File: config.mk
export PLATFORM = sky130hd
export DESIGN_NAME = mix_frame_scheduler
export DESIGN_NICKNAME = d
export VERILOG_FILES = /design/src/rtl/mix_frame_scheduler.sv
export SDC_FILE = /design/constraint.sdc
export NUM_CORES = 1
export LEC_CHECK = 0
export CORE_AREA = 2 2 94 96
export CTS_CLUSTER_SIZE = 20
export DETAILED_ROUTE_END_ITERATION = 10
export DIE_AREA = 0 0 96 98
export PLACE_DENSITY = 0.78
export SKIP_LAST_GASP = 1
export SYNTH_ARGS = -nofsm -noshare
export SYNTH_HDL_FRONTEND = slang
export SYNTH_SLANG_ARGS = --single-unit
File: constraint.sdc
create_clock -name clk -period 4 [get_ports clk]
set_input_delay 0.8 -clock clk [delete_from_list [all_inputs] [get_ports clk]]
set_output_delay 0.8 -clock clk [all_outputs]
set_load 0.03 [all_outputs]
File: src/rtl/mix_frame_scheduler.sv
// rtl/mix_frame_scheduler.sv - audio frame divider and voice/mix/present sequencer with DAC sample handshake
// Optional mute input enabled by defining MIX_FRAME_SCHEDULER_MUTE_EN.
`timescale 1ns/1ps

module mix_frame_scheduler #(
    parameter int FRAME_DIV   = 1134,
    parameter int MIX_LATENCY = 40
) (
    input  logic        clk,
    input  logic        rst,
    input  logic        enable,
    output logic        voice_tick,
    output logic        mix_start,
    input  logic [17:0] mix_right,
    input  logic [17:0] mix_left,
    output logic [17:0] dac_right,
    output logic [17:0] dac_left,
    output logic        sample_valid,
    input  logic        sample_ready,
    output logic        overrun,
    input  logic        overrun_clr,
`ifdef MIX_FRAME_SCHEDULER_MUTE_EN
    input  logic        mute,
`endif
    output logic [15:0] frame_count
);

    localparam logic [15:0] DIV_LAST = 16'(FRAME_DIV - 1);
    localparam logic [15:0] LAT_LOAD = 16'(MIX_LATENCY);

    typedef enum logic [2:0] {
        S_IDLE,
        S_VOICE,
        S_MIX,
        S_WAIT,
        S_PRESENT
    } state_t;

    state_t      state_q, state_d;
    logic [15:0] div_q, div_d;
    logic [15:0] wait_q, wait_d;
    logic        voice_tick_q, voice_tick_d;
    logic        mix_start_q, mix_start_d;
    logic        valid_q, valid_d;
    logic [17:0] dac_right_q, dac_right_d;
    logic [17:0] dac_left_q, dac_left_d;
    logic        overrun_q, overrun_d;
    logic [15:0] frame_q, frame_d;

    logic        tick;
    logic        drop;
    logic [17:0] cap_right;
    logic [17:0] cap_left;

    // Frame divider: parked at zero while disabled so re-enabling restarts a full frame.
    always_comb begin
        tick  = enable && (div_q == DIV_LAST);
        div_d = 16'd0;
        if (enable && (div_q != DIV_LAST)) begin
            div_d = div_q + 16'd1;
        end
    end

    always_comb begin
        cap_right = mix_right;
        cap_left  = mix_left;
`ifdef MIX_FRAME_SCHEDULER_MUTE_EN
        if (mute) begin
            cap_right = 18'd0;
            cap_left  = 18'd0;
        end
`endif
    end

    // A tick that lands on a busy sequencer is lost; the sequence itself keeps going.
    assign drop      = tick && (state_q != S_IDLE);
    assign overrun_d = (overrun_q && !overrun_clr) || drop;

    always_comb begin
        state_d      = state_q;
        wait_d       = wait_q;
        voice_tick_d = 1'b0;
        mix_start_d  = 1'b0;
        valid_d      = valid_q;
        dac_right_d  = dac_right_q;
        dac_left_d   = dac_left_q;
        frame_d      = frame_q;
        case (state_q)
            S_IDLE: begin
                if (tick) begin
                    voice_tick_d = 1'b1;
                    state_d      = S_VOICE;
                end
            end
            S_VOICE: begin
                mix_start_d = 1'b1;
                state_d     = S_MIX;
            end
            S_MIX: begin
                wait_d  = LAT_LOAD;
                state_d = S_WAIT;
            end
            S_WAIT: begin
                wait_d = wait_q - 16'd1;
                if (wait_q <= 16'd1) begin
                    wait_d      = 16'd0;
                    dac_right_d = cap_right;
                    dac_left_d  = cap_left;
                    valid_d     = 1'b1;
                    state_d     = S_PRESENT;
                end
            end
            S_PRESENT: begin
                if (valid_q && sample_ready) begin
                    valid_d = 1'b0;
                    frame_d = frame_q + 16'd1;
                    state_d = S_IDLE;
                end
            end
            default: begin
                state_d = S_IDLE;
            end
        endcase
    end

    always_ff @(posedge clk or posedge rst) begin
        if (rst) begin
            state_q      <= S_IDLE;
            div_q        <= 16'd0;
            wait_q       <= 16'd0;
            voice_tick_q <= 1'b0;
            mix_start_q  <= 1'b0;
            valid_q      <= 1'b0;
            dac_right_q  <= 18'd0;
            dac_left_q   <= 18'd0;
            overrun_q    <= 1'b0;
            frame_q      <= 16'd0;
        end else begin
            state_q      <= state_d;
            div_q        <= div_d;
            wait_q       <= wait_d;
            voice_tick_q <= voice_tick_d;
            mix_start_q  <= mix_start_d;
            valid_q      <= valid_d;
            dac_right_q  <= dac_right_d;
            dac_left_q   <= dac_left_d;
            overrun_q    <= overrun_d;
            frame_q      <= frame_d;
        end
    end

    assign voice_tick   = voice_tick_q;
    assign mix_start    = mix_start_q;
    assign sample_valid = valid_q;
    assign dac_right    = dac_right_q;
    assign dac_left     = dac_left_q;
    assign overrun      = overrun_q;
    assign frame_count  = frame_q;

endmodule

After elaboration in Yosys (flattened, before gate mapping)
Index checks and enable logic that the tools add are counted.

storage, ports and cells
  logic and storage cells = 51
  output and inout port bits = 56
  bits in registers = 91
  input bits = 41

operators by class
  multiplexer cells = 13
  order comparisons = 1
  add/sub/neg operators = 3
  equality and inequality tests = 9
  reductions and logical operators = 15

operators by type and width
  operator               number
  $add 16x1->16 const B  2
  $mux 16                2
  $pmux 16 s2            1
  $eq 16x11->1 const B   1
  $le 16x1->1 const B    1
  $ne 16x11->1 const B   1
  $sub 16x1->16 const B  1
  $pmux 3 s5             1
  $mux 3                 3
  $eq 3x2->1 const B     2
  $ne 2x2->1 const B     3
  $reduce_and 3->1       2
  $logic_and 1x1->1      5
  $mux 1                 5
  $reduce_and 2->1       2
  $reduce_bool 2->1      2
  $eq 3x1->1 const B     1
  $eq 3x3->1 const B     1
  $logic_not 3->1        1
  $reduce_bool 3->1      1
  $pmux 1 s2             1
  $logic_not 1->1        1
  $logic_or 1x1->1       1

Logic depth before layout (Yosys ltp)
  word-level depth = 4
  depth in mapped cells = 9
  depth with buffers taken out = 7

Least setup slack after synthesis
No wires, ideal clock.

  kind = register to register
  start = register wait_q[0]
  end = register dac_left_q[10] (netlist: dac_left[10])
  setup time = 0.127 ns
  slack = 1.910 ns
  data required time = 3.873 ns
  stages on the path, launching flop included = 9
  path buffers = 2
  arrival time = 1.963 ns
  clock period less this slack = 2.090 ns
  cells stage by stage = dfrtp_1 > inv_1 > ha_1 > nor2_1 > or4_4 > nor3b_2 > buf_6 > buf_6 > mux2_1

between the ends
  longest elaborated chain between the ends = 2

RTL lines
  item                        line  RTL
  start: declaration          41    logic [15:0] wait_q, wait_d;
  start signal: assignment    141   wait_q <= wait_d;
  $le 16x1->1                 105   if (wait_q <= 16'd1) begin
  $reduce_and 2->1 (no line)  n/a
  end signal: assignment      146   dac_left_q <= dac_left_d;
  end: declaration            46    logic [17:0] dac_left_q, dac_left_d;

Every way passes these cells.
A chain may end at the register's enable or synchronous reset.

Worst setup path after layout
  start = register wait_q[1]
  end = register wait_q[4]

between the ends
  longest elaborated chain between the ends = 3
  elaborated cells between the ends (all ways) = 4
  classes of those cells = add/sub: 1; order compare: 1; mux: 2

RTL lines
  item                                                 line      RTL
  $sub 16x1->16 / $le 16x1->1 (equally long branches)  104, 105
  $mux 16 *                                            105
  $pmux 16 s2 *                                        88        case (state_q)

Mark *: on every way between the ends. The rest lies on a longest branch, timed or not.

==> metrics.txt <==
Crit path largest cell delay approximately 0.72 ns; fin nets 493; DRT Pass-1 Iters 4; Reg power frac 52.1%; Vias/cell 5.380; post-DR wirelength/cell about 15 microns; placed cells 544; CTS sink count 91; Final Hold Fails 0; die width 96 microns; Routed Wire Length 8398 microns; switching power 453.7 uW; Async SR Flop Fraction between 90% and 100%; Sw Ratio 24.50%; Routed Antenna Nets 0; largest net degree at the start of global routing 39; worst hold slack around 0.48 ns; Die H 98 microns; pre-CTS setup slack 1.507 ns; Root Buffer clkbuf_8; RSZ-0062 raised after global routing false; Buffers on Ports 96; worst path bufs/invs 1; crit start category flop; Tightest Hold Check Type reg -> reg; Layout Cells excl Fill 560; hpwl dp between 5000 and 6000 microns; Synth top area share 55.91%; sequential-to-total area share from yosys stat 55.91%; Max VDD drop 236.1 uV; CP Max Fanout 14; initial antenna violation count 0; synthesized instance count 348; Initial Util 48.11%; CTS Buf Count 9; Clock H-tree levels 3; Max Cap Viol 0; Tcrit/Tclk final 62.59%; syn_nets roughly 390; row cnt 34; LEAKAGE 0.002345 uW; Commonest cells post-synth dfrtp_1 (91), nor2_1 (26), nand2_1 (25); Setup Skew 0.01493 ns; synth top area cells dfrtp_1 (56%), mux2_2 (5.3%), mux2_1 (5.0%); critical-path cell list inv_1 -> ha_1 -> nor2_1 -> or4_4 -> o21ai_1 -> o21ai_0 -> a21o_1; worst path required time around 4.3 ns; DR vias 3013; deepest clock path buffer count 2; Post-Syn Area per Cell about 12 sq um; post-CTS sizing 0; core area 8466 sq um; top-count cell post-synth dfrtp_1; # diodes 0; final worst path period need 2.504 ns; die area 9408 sq um; status complete, no violations; Yosys reg bits 91; Placer Congestion 0.8134; initial drt markers between 200 and 250; Synth area leader dfrtp_1; relative slew slack 29.77%; Yosys warning count 0; fmax around 400 MHz; Ports 97; worst-margin pin slew roughly 1.0 ns; proportion of layout cells with a drive suffix above 1 10.18%; final setup margin around 1.5 ns; critical path's top delay family compound AO/OA/AOI/OAI gates; Post-Syn Area a little over 4000 sq um; Final Max Tran Viols 0; setup TNS 0 ns; Pint 1398 uW; vias in the first global route just under 3000; clk slew on worst S/H paths 0.10 ns; P&R area growth vs syn 31.40%; Crit-path slowest cell o21ai_1; hold buffers post-CTS 0; Netlist cell types 50; EDFF count, synth 0; Fillers between 600 and 700; clock share of power 37.5%; CTS tree built; Post-synth top flop dfrtp_1; Power Dens Cells roughly 350 nW/um^2; WS Path Type reg -> reg; Tot GR Track Use approximately a fifth; combinational power share a little over a tenth; grt ovf 0; number of post-CTS setup repair buffers 0; global-route wire length before repair around 14000 microns; Crit. End Element flop; Clk Latency, worst-skew pair 0.36 ns; multi-input combinational cell area about 1700 sq um; Worst Path Arrival 2.76 ns; # DRC 0; setup violators final 0; FF/Latch Area between 2000 and 2500 sq um
-- layer usage --
metal / GRT usage, % / share of wire (%) / vias up
met5: 0 / 0 / -
met4: 4.396 / 0.56 / 0
met3: 6.559 / 7.0 / 9
met2: 29.49 / 49 / 84
met1: 26.05 / 43 / 1474
li1: - / - / 1446
-- sequential cells by signal, summed over array words and instances, names as in the netlist --
signal / flops
overrun: 1
dac_right: 18
frame_count: 16
div_q: 16
voice_tick: 1
mix_start: 1
sample_valid: 1
wait_q: 16
state_q: 3
dac_left: 18
-- cell type report --
class,instances,area share (%)
Sequential cell,91,42.55
Timing Repair Buffer,99,18.38
Tap cell,108,2.525
Clock buffer,9,2.315
Clock inverter,7,1.847
Multi-Input combinational cell,240,31.94
Inverter,6,0.4442
-- placed cells by master (no fill, tap or decap), drive strengths merged, types with 11 or more instances in the layout --
cell type / count
nand2: 25
xnor2: 15
nand4: 13
nor2: 26
xor2: 11
mux2: 37
dfrtp: 91
clkdlybuf4s50: 96
nand3: 16
o21ai: 16
-- kinds of logic after synthesis --
kind of cell	after synthesis	share of synthesized area (%)
buffers and inverters	17	2.273
xor gates and xnor gates	26	5.591
adders and majority gates	5	1.536
and+or+nand+nor	131	17.91
muxes	38	10.48
AOI/OAI and AO/OA	40	6.298
DFF	91	55.91
-- per-stage QoR --
step | instance area (sq um) | power, uW | utilization [%]
2_1_floorplan | 4073 | 1072 | -
3_3_place_gp | 5129 | 1173 | 60.58
3_5_place_dp | 5129 | 1178 | 60.58
4_1_cts | 5351 | 1868 | 63.21
5_1_grt | 5351 | 1930 | 63.21
6_report | 5351 | 1852 | 63.21
-- power groups by stage --
stage	Sequential (uW)	Combinational, uW	Clock, uW
2_1_floorplan	1030	44.3	0
3_3_place_gp	981	192	0
3_5_place_dp	983	195	0
4_1_cts	965	196	706
5_1_grt	970	209	752
6_report	965	193	694
-- path summary, 6_finish.rpt --
check / startpoint / end / slack [ns] / depth (start not counted)
max: wait_q[1] / wait_q[4] / 1.50 / 7
min: frame_count[15] / frame_count[15] / 0.48 / 1
max reg2reg: wait_q[1] / wait_q[4] / 1.50 / 7
min reg2reg: frame_count[15] / frame_count[15] / 0.48 / 1
max in group asynchronous: rst / wait_q[10] / 2.35 / 3
min in group asynchronous: rst / frame_count[14] / 0.79 / 2
Power figures use the tool's default switching activity.
==> RTL edit 1, RTL diff (config.mk and constraints unchanged) <==
The 5 states of `state_t` get a one-hot encoding in 5 bits.
--- a/src/rtl/mix_frame_scheduler.sv
+++ b/src/rtl/mix_frame_scheduler.sv
@@ -28,12 +28,12 @@
     localparam logic [15:0] DIV_LAST = 16'(FRAME_DIV - 1);
     localparam logic [15:0] LAT_LOAD = 16'(MIX_LATENCY);
 
-    typedef enum logic [2:0] {
-        S_IDLE,
-        S_VOICE,
-        S_MIX,
-        S_WAIT,
-        S_PRESENT
+    typedef enum logic [4:0] {
+        S_IDLE    = 5'b00001,
+        S_VOICE   = 5'b00010,
+        S_MIX     = 5'b00100,
+        S_WAIT    = 5'b01000,
+        S_PRESENT = 5'b10000
     } state_t;
 
     state_t      state_q, state_d;
Check against the original RTL: same outputs for any inputs over 10 cycles, from zero or initial values and one cycle with rst high; not proved beyond that.
==> RTL edit 1 against the original RTL <==
Routed wire length grew 3.3%; synthesized area grew 2.5%; hold slack lost 5.1 ps; cell area grew 1.8%; setup slack lost 32 ps; synthesized cell count grew 3.4%; core utilization grew 1.2 points; sequential share of layout area grew 0.18 points; sequential cell count grew 2; critical path depth is the same; fmax shrank 1.3%.
Power is not compared: it rests on default switching activity, and its combinational part moved more than twofold at a synthesized area within 25%.
==> RTL edit 1: results (changes against the original RTL) <==
| Metric | Value |
|---|---|
| Outcome | completed |
| RR Startpoint | wait_q[0] |
| Drt wl/cell | 15.12 um (+0.83%) |
| M1 WL | 3.704 mm (+1.7%) |
| Largest cells by area after synthesis | dfrtp_1 55%, mux2_2 10%, xor2_1 3.8% |
| First-pass GRT wire length | 14.32 mm (+0.77%) |
| Pin count of the biggest net entering global routing | 38 (-2.6%) |
| Post-DP HPWL | 6.256 mm (+5.1%) |
| Final #Nets | 507 (+2.8%) |
| GP Congestion | 0.8186 (+0.64%) |
| DR WL met3 | 585 um (-1.2%) |
| Routed wl met2 | 4.216 mm (+2.4%) |
| Vias | 3045 (+1.1%) |
| Most frequent cells after synthesis | 92 x dfrtp_1, 38 x mux2_2, 35 x nor2_1 |
| Syn_nets | 406 (+3.0%) |
| Critical path peak fanout | 37 (+23) |
| Vias in the first global route | 3025 (+2.3%) |
| Grt met1 use | 0.2476 (-0.01290) |
| Met2 Track Usage GR | 0.3125 (+0.01763) |
| Top delay family on crit path | simple AND/OR/NAND/NOR gates |
| Multi-input combinational cell area | 1747 um^2 (+2.2%) |
| Layout buffering overhead excluding clock cells | 0.1791 (-0.004669) |
| Skew final | 14.96 ps (+0.03570 ps) |
| Drt first-iter violations | 126 (-45%) |
| Grt met3 use | 0.05556 (-0.01003) |
| Crit path DAT | 2790 ps (+30 ps) |
| Filler instances | 685 (+3.2%) |
| Post-synth ARST share | 1.000 (unchanged) |
| Multi-input gate count | 246 (+2.5%) |
| Slowest CP cell | nor2_8 |
| Sequential share of cell area | 0.4273 (+0.001793) |
| Non-clk invs | 13 (+7) |
| CP max stage delay | 590 ps (-130 ps) |
| Worst rel slew slack | 0.2741 (-0.02361) |
| Fraction of layout cells with a size suffix above 1 | 0.1481 (+0.04630) |
| Resized cells post-CTS | 0 (unchanged) |
| Post-synthesis sequential area ratio | 0.5575 (-0.001620) |
| Clock buffer count | 10 (+1) |
| Nonclk buf count | 98 (-1.0%) |
| Yosys reg bits | 93 (+2.2%) |
-- RTL edit 1: cell types whose count changed after synthesis, moves of 4 or more --
cell,unedited run,this run
mux2_1,18,0
nor2_1,26,35
nand2_1,25,33
a21o_1,6,0
nor3_1,5,9
o21ai_0,13,9
mux2_2,19,38
a31oi_1,2,6
inv_1,6,13
xor2_1,11,18
-- RTL edit 1: worst paths after layout --
check,cells after the start,endpoint,slack (ps)
worst max-delay path,7,dac_right[12],1460
max in group asynchronous,3,state_q[0],2380
worst min-delay path,1,frame_count[15],470
min in group asynchronous,2,dac_right[15],800
worst max register to register,7,dac_right[12],1460
worst min register to register,1,frame_count[15],470
-- RTL edit 1: metrics by stage --
stage	worst slack, ps	area (um^2)	total power, mW	instances	hold slack (ps)
after detailed placement	1453	5236	1.031	558	469.2
after floorplan	781.3	4177	0.9837	360	452.1
after global routing	1291	5449	1.750	574	521.4
after CTS	1446	5449	1.702	574	482.3
after global placement	1540	5236	1.031	558	458.4
final	1464	5449	1.685	574	474.3
-- RTL edit 1: kinds of logic (layout without fill, tap and decap cells) --
group           after synthesis  after routing  synth area share
xor+xnor                     30             30           0.06291
mux                          42             42            0.1120
buf+inv                      21            127           0.02427
fa+ha+maj                     5              5           0.01498
simple gates                142            142            0.1875
compound gates               27             27           0.04074
flops                        93             93            0.5575
-- RTL edit 1: power groups by stage --
stage                     combinational (mW)  clock (mW)  sequential, mW
after floorplan                       0.0208           0           0.963
after global placement                0.0678           0           0.963
after detailed placement              0.0678           0           0.964
after CTS                             0.0684       0.689           0.945
after global routing                  0.0749       0.729           0.946
final                                 0.0667       0.673           0.945
==> RTL edit 2, RTL diff (same flow settings) <==
Made on the original files. Add a define of `MIX_FRAME_SCHEDULER_MUTE_EN`.
--- a/src/rtl/mix_frame_scheduler.sv
+++ b/src/rtl/mix_frame_scheduler.sv
@@ -1,6 +1,8 @@
 // rtl/mix_frame_scheduler.sv - audio frame divider and voice/mix/present sequencer with DAC sample handshake
 // Optional mute input enabled by defining MIX_FRAME_SCHEDULER_MUTE_EN.
 `timescale 1ns/1ps
+
+`define MIX_FRAME_SCHEDULER_MUTE_EN
 
 module mix_frame_scheduler #(
     parameter int FRAME_DIV   = 1134,
Interface: changed (added mute); port bits go from 97 to 98. No check against the original RTL was run, so the function may have changed too.
==> RTL edit 2 against the original RTL <==
Synthesized area grew 2.3%; cell area grew 1.9%; via count grew 9.0%; non-clock buffer count grew 2; sequential share of layout area shrank 0.79 points; sequential cell count is the same; die area is the same; setup slack gained 160 ps; fmax grew 7.0%; routed wire length grew 5.9%; critical endpoint is now frame_count[3]; largest cell class unchanged.
Power is not compared: it rests on default switching activity, and its combinational part moved more than twofold at a synthesized area within 25%.
==> RTL edit 2: results (changes against the original RTL) <==
| Metric | Value |
|---|---|
| Vias in the first global route | 3194 (+8.0%) |
| Nonclk buf count | 101 (+2.0%) |
| Post-synthesis sequential area ratio | 0.5465 (-0.01259) |
| Total GRT Usage | 0.2005 (+0.009785) |
| DR WL met3 | 595 um (+0.51%) |
| Filler instances | 668 (+0.60%) |
| XOR/XNOR share of the synthesized area | 0.06306 (+0.007149) |
| Top delay family on crit path | buffers and inverters |
| Multi-input combinational cell area | 1787 um^2 (+4.5%) |
| Clk cell area share | 0.04130 (-0.0003147) |
| Skew final | 14.38 ps (-0.5513 ps) |
| Slowest CP cell | clkdlybuf4s50_1 |
| Critical path peak fanout | 6 (-8) |
| Vias | 3285 (+9.0%) |
| Outcome | completed |
| Reg2Reg Depth | 5 (-2) |
| PnR worst setup slack | 1661 ps (+164.8 ps) |
| First-pass GRT wire length | 14.99 mm (+5.4%) |
| Grt met3 use | 0.05633 (-0.009259) |
| Distinct cells, synth | 46 (-8.0%) |
| Met2 Track Usage GR | 0.3146 (+0.01976) |
| Crit path DAT | 1540 ps (-1220 ps) |
| Syn_nets | 466 (+18%) |
| Multi-input gate count | 303 (+26%) |
| Largest cells by area after synthesis | dfrtp_1 55%, nand2b_1 6.3%, nand2_1 5.2% |
| Layout buffering overhead excluding clock cells | 0.1836 (-0.0002033) |
| GP Congestion | 0.8219 (+1.0%) |
| Resized cells post-CTS | 0 (unchanged) |
| Routed wl met2 | 4.272 mm (+3.8%) |
| Pin count of the biggest net entering global routing | 74 (+90%) |
| Most frequent cells after synthesis | 91 x dfrtp_1, 58 x nand2_1, 42 x nand2b_1 |
| Worst slew pin tran | 971.6 ps (-74.75 ps) |
| Reg2Reg Capture Point | wait_q[10] |
| Post-synthesis mux area share | 0.002703 (-0.1021) |
| Final #Nets | 560 (+14%) |
| Drt first-iter violations | 173 (-25%) |
| Post-DP HPWL | 6.200 mm (+4.1%) |
==> RTL edit 2: cell count changes in the layout (fill, tap and decap cells not counted), sizes merged, moves of 6 or more <==
| cell | delta |
|---|---|
| nand2 | +33 |
| a21o | -6 |
| nand2b | +41 |
| mux2 | -36 |
| o21ai | +33 |
==> RTL edit 2: power by group <==
part	total, mW	internal, mW	switching (mW)
clock network	0.687	0.356	0.331
logic	1.35	0.567	0.780
registers	1.36	1.17	0.198
==> RTL edit 2: stage by stage <==
stage / total power, mW / utilization / std cells / cell area [um^2] / hold WS [ps]
global route: 3.610 / 0.6441 / 626 / 5453 / 516.1
detailed placement: 2.733 / 0.6175 / 610 / 5228 / 469.4
CTS: 3.427 / 0.6441 / 626 / 5453 / 485.8
finish: 3.400 / 0.6441 / 626 / 5453 / 477.7
floorplan: 2.208 / - / 419 / 4167 / 453.4
global placement: 2.693 / 0.6175 / 610 / 5228 / 460.8
